<file path="src/rtl/serial_subtractor4_if.sv">
// Handshake and data bundle for the bit-serial subtractor.
// master drives requests/operands/ack; slave returns status and result.
interface serial_subtractor4_if #(
    parameter int WIDTH = 4
);
    logic             start;
    logic [WIDTH-1:0] a;
    logic [WIDTH-1:0] b;
    logic             bin;
    logic             ack;
    logic             ready;
    logic             done;
    logic [WIDTH-1:0] d;
    logic             bout;
    logic             zero;

    modport master (
        output start, a, b, bin, ack,
        input  ready, done, d, bout, zero
    );

    modport slave (
        input  start, a, b, bin, ack,
        output ready, done, d, bout, zero
    );
endinterface

</file>
<file path="src/rtl/serial_subtractor4.sv">
// Bit-serial subtractor: D = A - B - Bin, one bit per clock, LSB first.
// A single full-subtractor cell feeds a borrow flop; the result is shifted
// in from the MSB side and published to d/bout/zero only when complete,
// so the outputs stay stable across IDLE and the next RUN.
module serial_subtractor4 #(
    parameter int WIDTH = 4
) (
    input  logic                 clk,
    input  logic                 rst,
    serial_subtractor4_if.slave  bus
);
    localparam int CW = $clog2(WIDTH);

    typedef enum logic [1:0] {
        IDLE = 2'b00,
        RUN  = 2'b01,
        DONE = 2'b10
    } state_t;

    state_t           state;
    logic [WIDTH-1:0] a_sh;
    logic [WIDTH-1:0] b_sh;
    logic [WIDTH-1:0] r_sh;
    logic [CW-1:0]    cnt;
    logic             borrow;
    logic [WIDTH-1:0] d_q;
    logic             bout_q;
    logic             zero_q;

    logic             bit_a;
    logic             bit_b;
    logic             diff;
    logic             borrow_next;
    logic [WIDTH-1:0] r_next;
    logic             last;
    logic             accept;

    // Full-subtractor cell on the current LSBs plus the carried borrow.
    always_comb begin
        bit_a       = a_sh[0];
        bit_b       = b_sh[0];
        diff        = bit_a ^ bit_b ^ borrow;
        borrow_next = (~bit_a & bit_b) | (~bit_a & borrow) | (bit_b & borrow);
        r_next      = {diff, r_sh[WIDTH-1:1]};
        last        = (cnt == CW'(WIDTH - 1));
        // New request is taken in IDLE, or in DONE when the result is acked
        // in the same cycle (back-to-back, Ready never asserts).
        accept      = bus.start && ((state == IDLE) || ((state == DONE) && bus.ack));
    end

    // Control FSM plus datapath shift registers and result registers.
    always_ff @(posedge clk or posedge rst) begin
        if (rst) begin
            state  <= IDLE;
            a_sh   <= '0;
            b_sh   <= '0;
            r_sh   <= '0;
            cnt    <= '0;
            borrow <= 1'b0;
            d_q    <= '0;
            bout_q <= 1'b0;
            zero_q <= 1'b0;
        end else if (accept) begin
            a_sh   <= bus.a;
            b_sh   <= bus.b;
            borrow <= bus.bin;
            cnt    <= '0;
            state  <= RUN;
        end else begin
            case (state)
                IDLE: ;
                RUN: begin
                    a_sh   <= a_sh >> 1;
                    b_sh   <= b_sh >> 1;
                    r_sh   <= r_next;
                    borrow <= borrow_next;
                    cnt    <= cnt + CW'(1);
                    if (last) begin
                        d_q    <= r_next;
                        bout_q <= borrow_next;
                        zero_q <= (r_next == '0);
                        state  <= DONE;
                    end
                end
                DONE: begin
                    if (bus.ack) state <= IDLE;
                end
                default: state <= IDLE;
            endcase
        end
    end

    assign bus.ready = (state == IDLE);
    assign bus.done  = (state == DONE);
    assign bus.d     = d_q;
    assign bus.bout  = bout_q;
    assign bus.zero  = zero_q;
endmodule

</file>
<file path="src/flat_wrapper.sv">
// flat-port wrapper written by rule: the top's interface ports become plain ports
module serial_subtractor4_flat 
#(
    parameter int WIDTH = 4
)
  (clk, rst, bus_start, bus_a, bus_b, bus_bin, bus_ack, bus_ready, bus_done, bus_d, bus_bout, bus_zero);
  serial_subtractor4_if #(.WIDTH(WIDTH)) bus_i ();
  input  logic clk;
  input  logic rst;
  input wire logic [$bits(bus_i.start)-1:0] bus_start;
  input wire logic [$bits(bus_i.a)-1:0] bus_a;
  input wire logic [$bits(bus_i.b)-1:0] bus_b;
  input wire logic [$bits(bus_i.bin)-1:0] bus_bin;
  input wire logic [$bits(bus_i.ack)-1:0] bus_ack;
  output wire logic [$bits(bus_i.ready)-1:0] bus_ready;
  output wire logic [$bits(bus_i.done)-1:0] bus_done;
  output wire logic [$bits(bus_i.d)-1:0] bus_d;
  output wire logic [$bits(bus_i.bout)-1:0] bus_bout;
  output wire logic [$bits(bus_i.zero)-1:0] bus_zero;
  assign bus_i.start = bus_start;
  assign bus_i.a = bus_a;
  assign bus_i.b = bus_b;
  assign bus_i.bin = bus_bin;
  assign bus_i.ack = bus_ack;
  assign bus_ready = bus_i.ready;
  assign bus_done = bus_i.done;
  assign bus_d = bus_i.d;
  assign bus_bout = bus_i.bout;
  assign bus_zero = bus_i.zero;
  serial_subtractor4 #(.WIDTH(WIDTH)) u_core (.clk(clk), .rst(rst), .bus(bus_i));
endmodule
</file>
<file path="config.mk">
export PLATFORM = sky130hd
export DESIGN_NAME = serial_subtractor4_flat
export DESIGN_NICKNAME = d
export VERILOG_FILES = /design/src/rtl/serial_subtractor4_if.sv /design/src/rtl/serial_subtractor4.sv /design/src/flat_wrapper.sv
export SDC_FILE = /design/constraint.sdc
export NUM_CORES = 1
export LEC_CHECK = 0
export CAP_MARGIN = 20
export CORE_AREA = 2 2 49 51
export DETAILED_ROUTE_END_ITERATION = 10
export DIE_AREA = 0 0 51 53
export MAX_ROUTING_LAYER = met4
export PLACE_DENSITY = 0.74
export SLEW_MARGIN = 20
export SYNTH_ARGS = -nofsm -noshare
export SYNTH_HDL_FRONTEND = slang
export SYNTH_SLANG_ARGS = --single-unit
</file>
<file path="constraint.sdc">
create_clock -name clk -period 2.1 [get_ports clk]
set_input_delay 0.315 -clock clk [delete_from_list [all_inputs] [get_ports clk]]
set_output_delay 0.315 -clock clk [all_outputs]
set_load 0.1 [all_outputs]
</file>
==> results of run 1 <==
-- layer usage --
layer | part of all wire [%] | track usage [%] | up-vias
met4 | 0.98 | 6.757 | 0
li1 | - | - | 299
met3 | 5.5 | 2.542 | 2
met2 | 48 | 21.43 | 19
met1 | 45 | 18.20 | 295
met5 | 0 | - | -
-- critical path, stage by stage, from the launching register on --
cell	delay, ns
dfrtp_1	0.41
fa_1	0.56
or4b_2	0.57
o21ai_0	0.15
-- synthesized netlist by cell type --
master / number
nor2b_1: 1
nand2b_1: 2
mux2_2: 19
nor2_1: 1
mux2_4: 2
ha_1: 1
nand3b_1: 2
dfrtp_1: 22
buf_6: 2
fa_1: 1
inv_1: 4
o21ai_0: 5
xnor2_1: 1
and2_1: 2
or4b_2: 1
mux2i_1: 2
nand2_1: 5
buf_2: 1
-- kinds of logic after synthesis --
| family | count (synthesis) | share of synthesized area, % |
|---|---|---|
| flip-flops | 22 | 54.93 |
| XOR/XNOR | 1 | 0.8741 |
| multiplexers | 23 | 26.34 |
| AO/OA/AOI/OAI | 5 | 2.496 |
| adder cells (fa/ha/maj) | 2 | 3.246 |
| buffers and inverters | 7 | 4.244 |
| AND/OR/NAND/NOR | 14 | 7.865 |
-- path summary, 6_finish.rpt --
check                      slack, ns                          end                   startpoint  depth (start not counted)
min reg2reg                     0.50  u_core.bus.zero$_DFFE_PP0P_  u_core.bus.zero$_DFFE_PP0P_                          2
min in group clk                0.50  u_core.bus.zero$_DFFE_PP0P_  u_core.bus.zero$_DFFE_PP0P_                          2
max reg2reg                     0.33  u_core.bus.zero$_DFFE_PP0P_    u_core.borrow$_DFFE_PP0P_                          3
min                             0.34   u_core.b_sh[0]$_DFFE_PP0P_                          rst                          3
max                             0.33  u_core.bus.zero$_DFFE_PP0P_    u_core.borrow$_DFFE_PP0P_                          3
max in group asynchronous       1.53    u_core.cnt[1]$_DFFE_PP0P_                          rst                          3
-- area by class of cell --
| class | instances | area [µm²] |
|---|---|---|
| Timing Repair Buffer | 23 | 202.7 |
| Multi-Input combinational cell | 45 | 409.1 |
| Sequential cell | 22 | 550.5 |
| Inverter | 4 | 15.01 |
| Tap cell | 28 | 35.03 |
| Clock buffer | 3 | 22.52 |
| Fill cell | 197 | 913.4 |
-- state kept, by name, summed over array words and instances, names as in the netlist --
| name | cells |
|---|---|
| u_core.bus.d | 4 |
| u_core.b_sh | 4 |
| u_core.r_sh | 3 |
| u_core.bus.bout | 1 |
| u_core.cnt | 2 |
| u_core.a_sh | 4 |
| u_core.state | 2 |
| u_core.bus.zero | 1 |
| u_core.borrow | 1 |
-- metrics by stage --
step	setup WS [ns]	std cells	utilization, %	cell area, µm²
after floorplan	0.03710	74	-	1002
after global placement	0.3661	122	56.44	1212
after detailed placement	0.3418	122	56.44	1212
after CTS	0.3164	125	57.48	1235
after global routing	0.2279	125	57.48	1235
final	0.3270	125	57.48	1235
==> results by group, run 1 <==
Synth
  • Yosys cell types: 18
  • Number of synthesized register bits: 22
  • Syn_area_per_cell: 13.54 µm²
  • Post-synthesis cell count: 74
  • Area leader, netlist: dfrtp_1
  • Sequential share of the synthesized area: 54.93%
  • Yosys warns: 0
  • Synth Net Count: 89
  • Ranking of synthesized cells by area: dfrtp_1, mux2_2, mux2_4
  • Synth top area share: 54.93%
  • Syn Std Cell Area: 1002 µm²

Setup path
  • Critical Path AT: 1.99 ns
  • Worst Setup End Kind: flop
  • Worst-path fanout max: 3
  • Startpoint Class: flop
  • Kind of critical path: flop to flop
  • CP required: 2.32 ns

Layout
  • Synthesis-to-finish area growth: 23.22%
  • Fraction of layout cells with a size suffix above 1: 37.11%
  • Nets: 114
  • Commonest non-fill, non-tap cell in the layout: dfrtp_1
  • Commonest cells after routing, fill and taps aside: dfrtp_1, mux2_2, clkdlybuf4s50_1, buf_4
  • Diodes inserted: 0

Clocking
  • Clk Latency, worst-skew pair: 0.30 ns
  • Clk pin slew, worst setup/hold paths: 0.11 ns
  • TritonCTS Buffers: 3
  • CTS tree: yes
  • Clk sinks: 22
  • Post-cts resize count: 0
  • Hold buffer count at cts: 0
  • H-tree Lvls: 1
  • Longest Clk Path Bufs: 2
  • # Post-CTS Setup Buffers: 0
  • CTS root buf: clkbuf_4

Worst hold path
  • Hold Crit Class: input port to async pin

Routing
  • Mean routed wirelength per cell: 12.19 µm
  • Via density: 4.920
  • Total iterations of the first detailed-routing run: 4
  • Vias after detailed routing: 615
  • DR iter-0 viols: 6
  • # DRC: 0
  • DRT Wirelength: 1.524 mm
  • Final ANT Viol Nets: 0

STA
  • Final min period: 1.773 ns
  • Final Skew: 0.008324 ns
  • Setup TNS: 0 ns
  • RSZ-0062 raised after global routing: no
  • Period Utilization, post-route: 84.43%
  • Final hold viol count: 0
  • Fmax: 564.0 MHz
  • Max-slew violation total from the final report: 0
  • Count of final setup violators: 0
  • Worst-Margin Slew: 0.5982 ns
  • Max-slew headroom: 60.12%
  • Min Hold Slack: 0.3431 ns

Floorplanning
  • Starting density of the core: 46.65%
  • Die Ht: 53 µm
  • Num rows: 17
  • Die width: 51 µm
  • Die area: 2703 µm²
  • Top-Level Pins: 21
  • Core area: 2148 µm²

Global routing
  • First-pass GRT wire length: 2.677 mm
  • Gr ovfl total: 0
  • Initial antenna violation count: 0
  • Number of global-route vias before repair: 598
  • Largest net degree at the start of global routing: 23
  • Tot GR Track Use: 14.06%

Place
  • IO Port Bufs: 20
  • Post-DP HPWL: 1.145 mm
  • GP Congestion: 0.7077

Run status
  • Status: complete, no violations

Job
  • Max cap viols: 0
Power of run 1 is left out: the tool's default activity adds up to more than one toggle a clock period on the data nets, which glitch-free logic cannot reach.
==> run 2, diff against run 1 <==
--- a/config.mk
+++ b/config.mk
@@ -6,11 +6,11 @@
 export NUM_CORES = 1
 export LEC_CHECK = 0
 export CAP_MARGIN = 20
-export CORE_AREA = 2 2 49 51
+export CORE_AREA = 2 2 51 53
 export DETAILED_ROUTE_END_ITERATION = 10
-export DIE_AREA = 0 0 51 53
+export DIE_AREA = 0 0 53 55
 export MAX_ROUTING_LAYER = met4
-export PLACE_DENSITY = 0.74
+export PLACE_DENSITY = 0.71
 export SLEW_MARGIN = 20
 export SYNTH_ARGS = -nofsm -noshare
 export SYNTH_HDL_FRONTEND = slang
==> constraint.sdc (replaced) <==
create_clock -name clk -period 1.5 [get_ports clk]
set_input_delay 0.225 -clock clk [delete_from_list [all_inputs] [get_ports clk]]
set_output_delay 0.225 -clock clk [all_outputs]
set_load 0.1 [all_outputs]
==> results by group, run 2 (same netlist as run 1, synthesis figures left out) <==
Clocking
  • Post-cts resize count: 0 (unchanged)
  • CTS root buf: clkbuf_4
  • H-tree Lvls: 1 (unchanged)
  • Clk Latency, worst-skew pair: 0.30 ns (about the same)
  • Clk pin slew, worst setup/hold paths: 0.11 ns (about the same)
  • Longest Clk Path Bufs: 2 (unchanged)
  • CTS tree: yes
  • TritonCTS Buffers: 3 (unchanged)
  • Hold buffer count at cts: 0 (unchanged)
  • Clk sinks: 22 (unchanged)

Routing
  • DRT Wirelength: 1.568 mm (+2.9%)
  • DR iter-0 viols: 1 (-5)
  • # DRC: 0 (unchanged)
  • Total iterations of the first detailed-routing run: 4 (unchanged)
  • Via density: 4.701 (-4.4%)
  • Final ANT Viol Nets: 0 (unchanged)
  • Vias after detailed routing: 630 (+2.4%)
  • Mean routed wirelength per cell: 11.70 µm (-4.0%)

Layout
  • Non-filler instance count after layout: 134 (+7.2%)
  • Commonest non-fill, non-tap cell in the layout: dfrtp_1
  • Nets: 121 (+6.1%)
  • Diodes inserted: 0 (unchanged)
  • Synthesis-to-finish area growth: 40.82%
  • Commonest cells after routing, fill and taps aside: dfrtp_1, mux2_2, clkdlybuf4s50_1, buf_12, buf_4
  • Fillers: 211 (+7.1%)
  • Fraction of layout cells with a size suffix above 1: 43.27% (+6.2 points)

Setup path
  • Worst-path fanout max: 2 (-1)
  • Beginning of the critical path: u_core.a_sh[0]$_DFFE_PP0P_
  • Worst Setup End Kind: flop
  • Critical Path AT: 1.81 ns (-0.18 ns)
  • Kind of critical path: flop to flop
  • RR Startpoint: u_core.a_sh[0]$_DFFE_PP0P_
  • Startpoint Class: flop
  • CP required: 1.74 ns (-0.58 ns)

Place
  • Cell count after placement: 129 (+5.7%)
  • Place WS: -0.09396 ns (-0.4358 ns)
  • IO Port Bufs: 20 (unchanged)
  • Post-DP HPWL: 1.178 mm (+2.9%)
  • GP Congestion: 0.7108 (+0.44%)

Run status
  • Failing checks: setup timing
  • Status: finished, violations left

STA
  • Final hold viol count: 0 (unchanged)
  • Fmax: 636.0 MHz (+13%)
  • RSZ-0062 raised after global routing: yes
  • Count of final setup violators: 1 (+1)
  • Worst-Margin Slew: 0.2747 ns (-0.3235 ns)
  • Period Utilization, post-route: 104.8% (+20 points)
  • Max-slew headroom: 81.69% (+22 points)
  • Final Skew: 0.004436 ns (-0.003888 ns)
  • Max-slew violation total from the final report: 0 (unchanged)
  • Final min period: 1.572 ns (-0.2007 ns)
  • Setup TNS: -0.07227 ns (-0.07227 ns)
  • Final worst setup slack: -0.07227 ns (-0.3993 ns)

Global routing
  • Largest net degree at the start of global routing: 23 (unchanged)
  • First-pass GRT wire length: 2.760 mm (+3.1%)
  • Number of global-route vias before repair: 691 (+16%)
  • Tot GR Track Use: 13.68% (-0.38 points)
  • Gr ovfl total: 0 (unchanged)
  • Initial antenna violation count: 0 (unchanged)

Job
  • Max cap viols: 0 (unchanged)

Floorplanning
  • Core area: 2365 µm² (+10%)
  • Die Ht: 55 µm (+3.8%)
  • Top-Level Pins: 21 (unchanged)
  • Num rows: 18 (+1)
  • Die area: 2915 µm² (+7.8%)
  • Die width: 53 µm (+3.9%)
  • Starting density of the core: 42.38% (-4.3 points)

Worst hold path
  • Hold Crit Class: input port to async pin
## run 2: changes by cell type in the layout (fill, tap and decap cells not counted), sizes merged
cell	previous run	this run
buf	11	18
## run 2: cell type report
cell class	instances	area (µm²)	area share, %
clock buffer	3	22.52	1.596
inverter	4	15.01	1.064
multi-input combinational	45	417.9	29.61
sequential	22	550.5	39.01
tap	30	37.54	2.660
timing repair buffer	30	367.9	26.06
## run 2: per-layer routing
layer | vias to the layer above | GRT usage, % | wire [µm]
met2 | 18 | 25.00 | 787
met5 | - | - | 0
met4 | 0 | 6.410 | 34
met3 | 3 | 2.419 | 76
met1 | 298 | 14.46 | 670
li1 | 311 | - | -
## run 2: per-stage QoR
stage	hold slack [ns]	cell area, µm²	util (%)
after floorplan	0.2142	1011	-
after global placement	0.5166	1374	58.10
after detailed placement	0.5206	1374	58.10
after CTS	0.2445	1404	59.37
after global routing	0.2695	1411	59.68
final	0.2398	1411	59.68
## run 2: worst max-delay path, cell delays in order, from the launching register on
cell     delay (ns)
dfrtp_1        0.35
inv_1          0.05
fa_1           0.54
or4b_4         0.45
o21ai_1        0.12
## run 2: path summary, 6_finish.rpt
kind	to	slack, ns	cells past startpoint
max in group asynchronous	u_core.b_sh[2]$_DFFE_PP0P_	1.04	3
min reg2reg	u_core.a_sh[3]$_DFFE_PP0P_	0.54	2
min	u_core.r_sh[1]$_DFFE_PP0P_	0.24	3
max reg2reg	u_core.bus.zero$_DFFE_PP0P_	-0.07	4
min in group clk	u_core.a_sh[3]$_DFFE_PP0P_	0.46	3
max	u_core.bus.zero$_DFFE_PP0P_	-0.07	4
## run 2: repair_timing
| item | in CTS | in global routing |
|---|---|---|
| setup endpoints to repair | 1 | 2 |
| buffers inserted | 1 | 1 |
| pin swaps | 2 | 1 |
Power of run 2 is left out for the same reason.
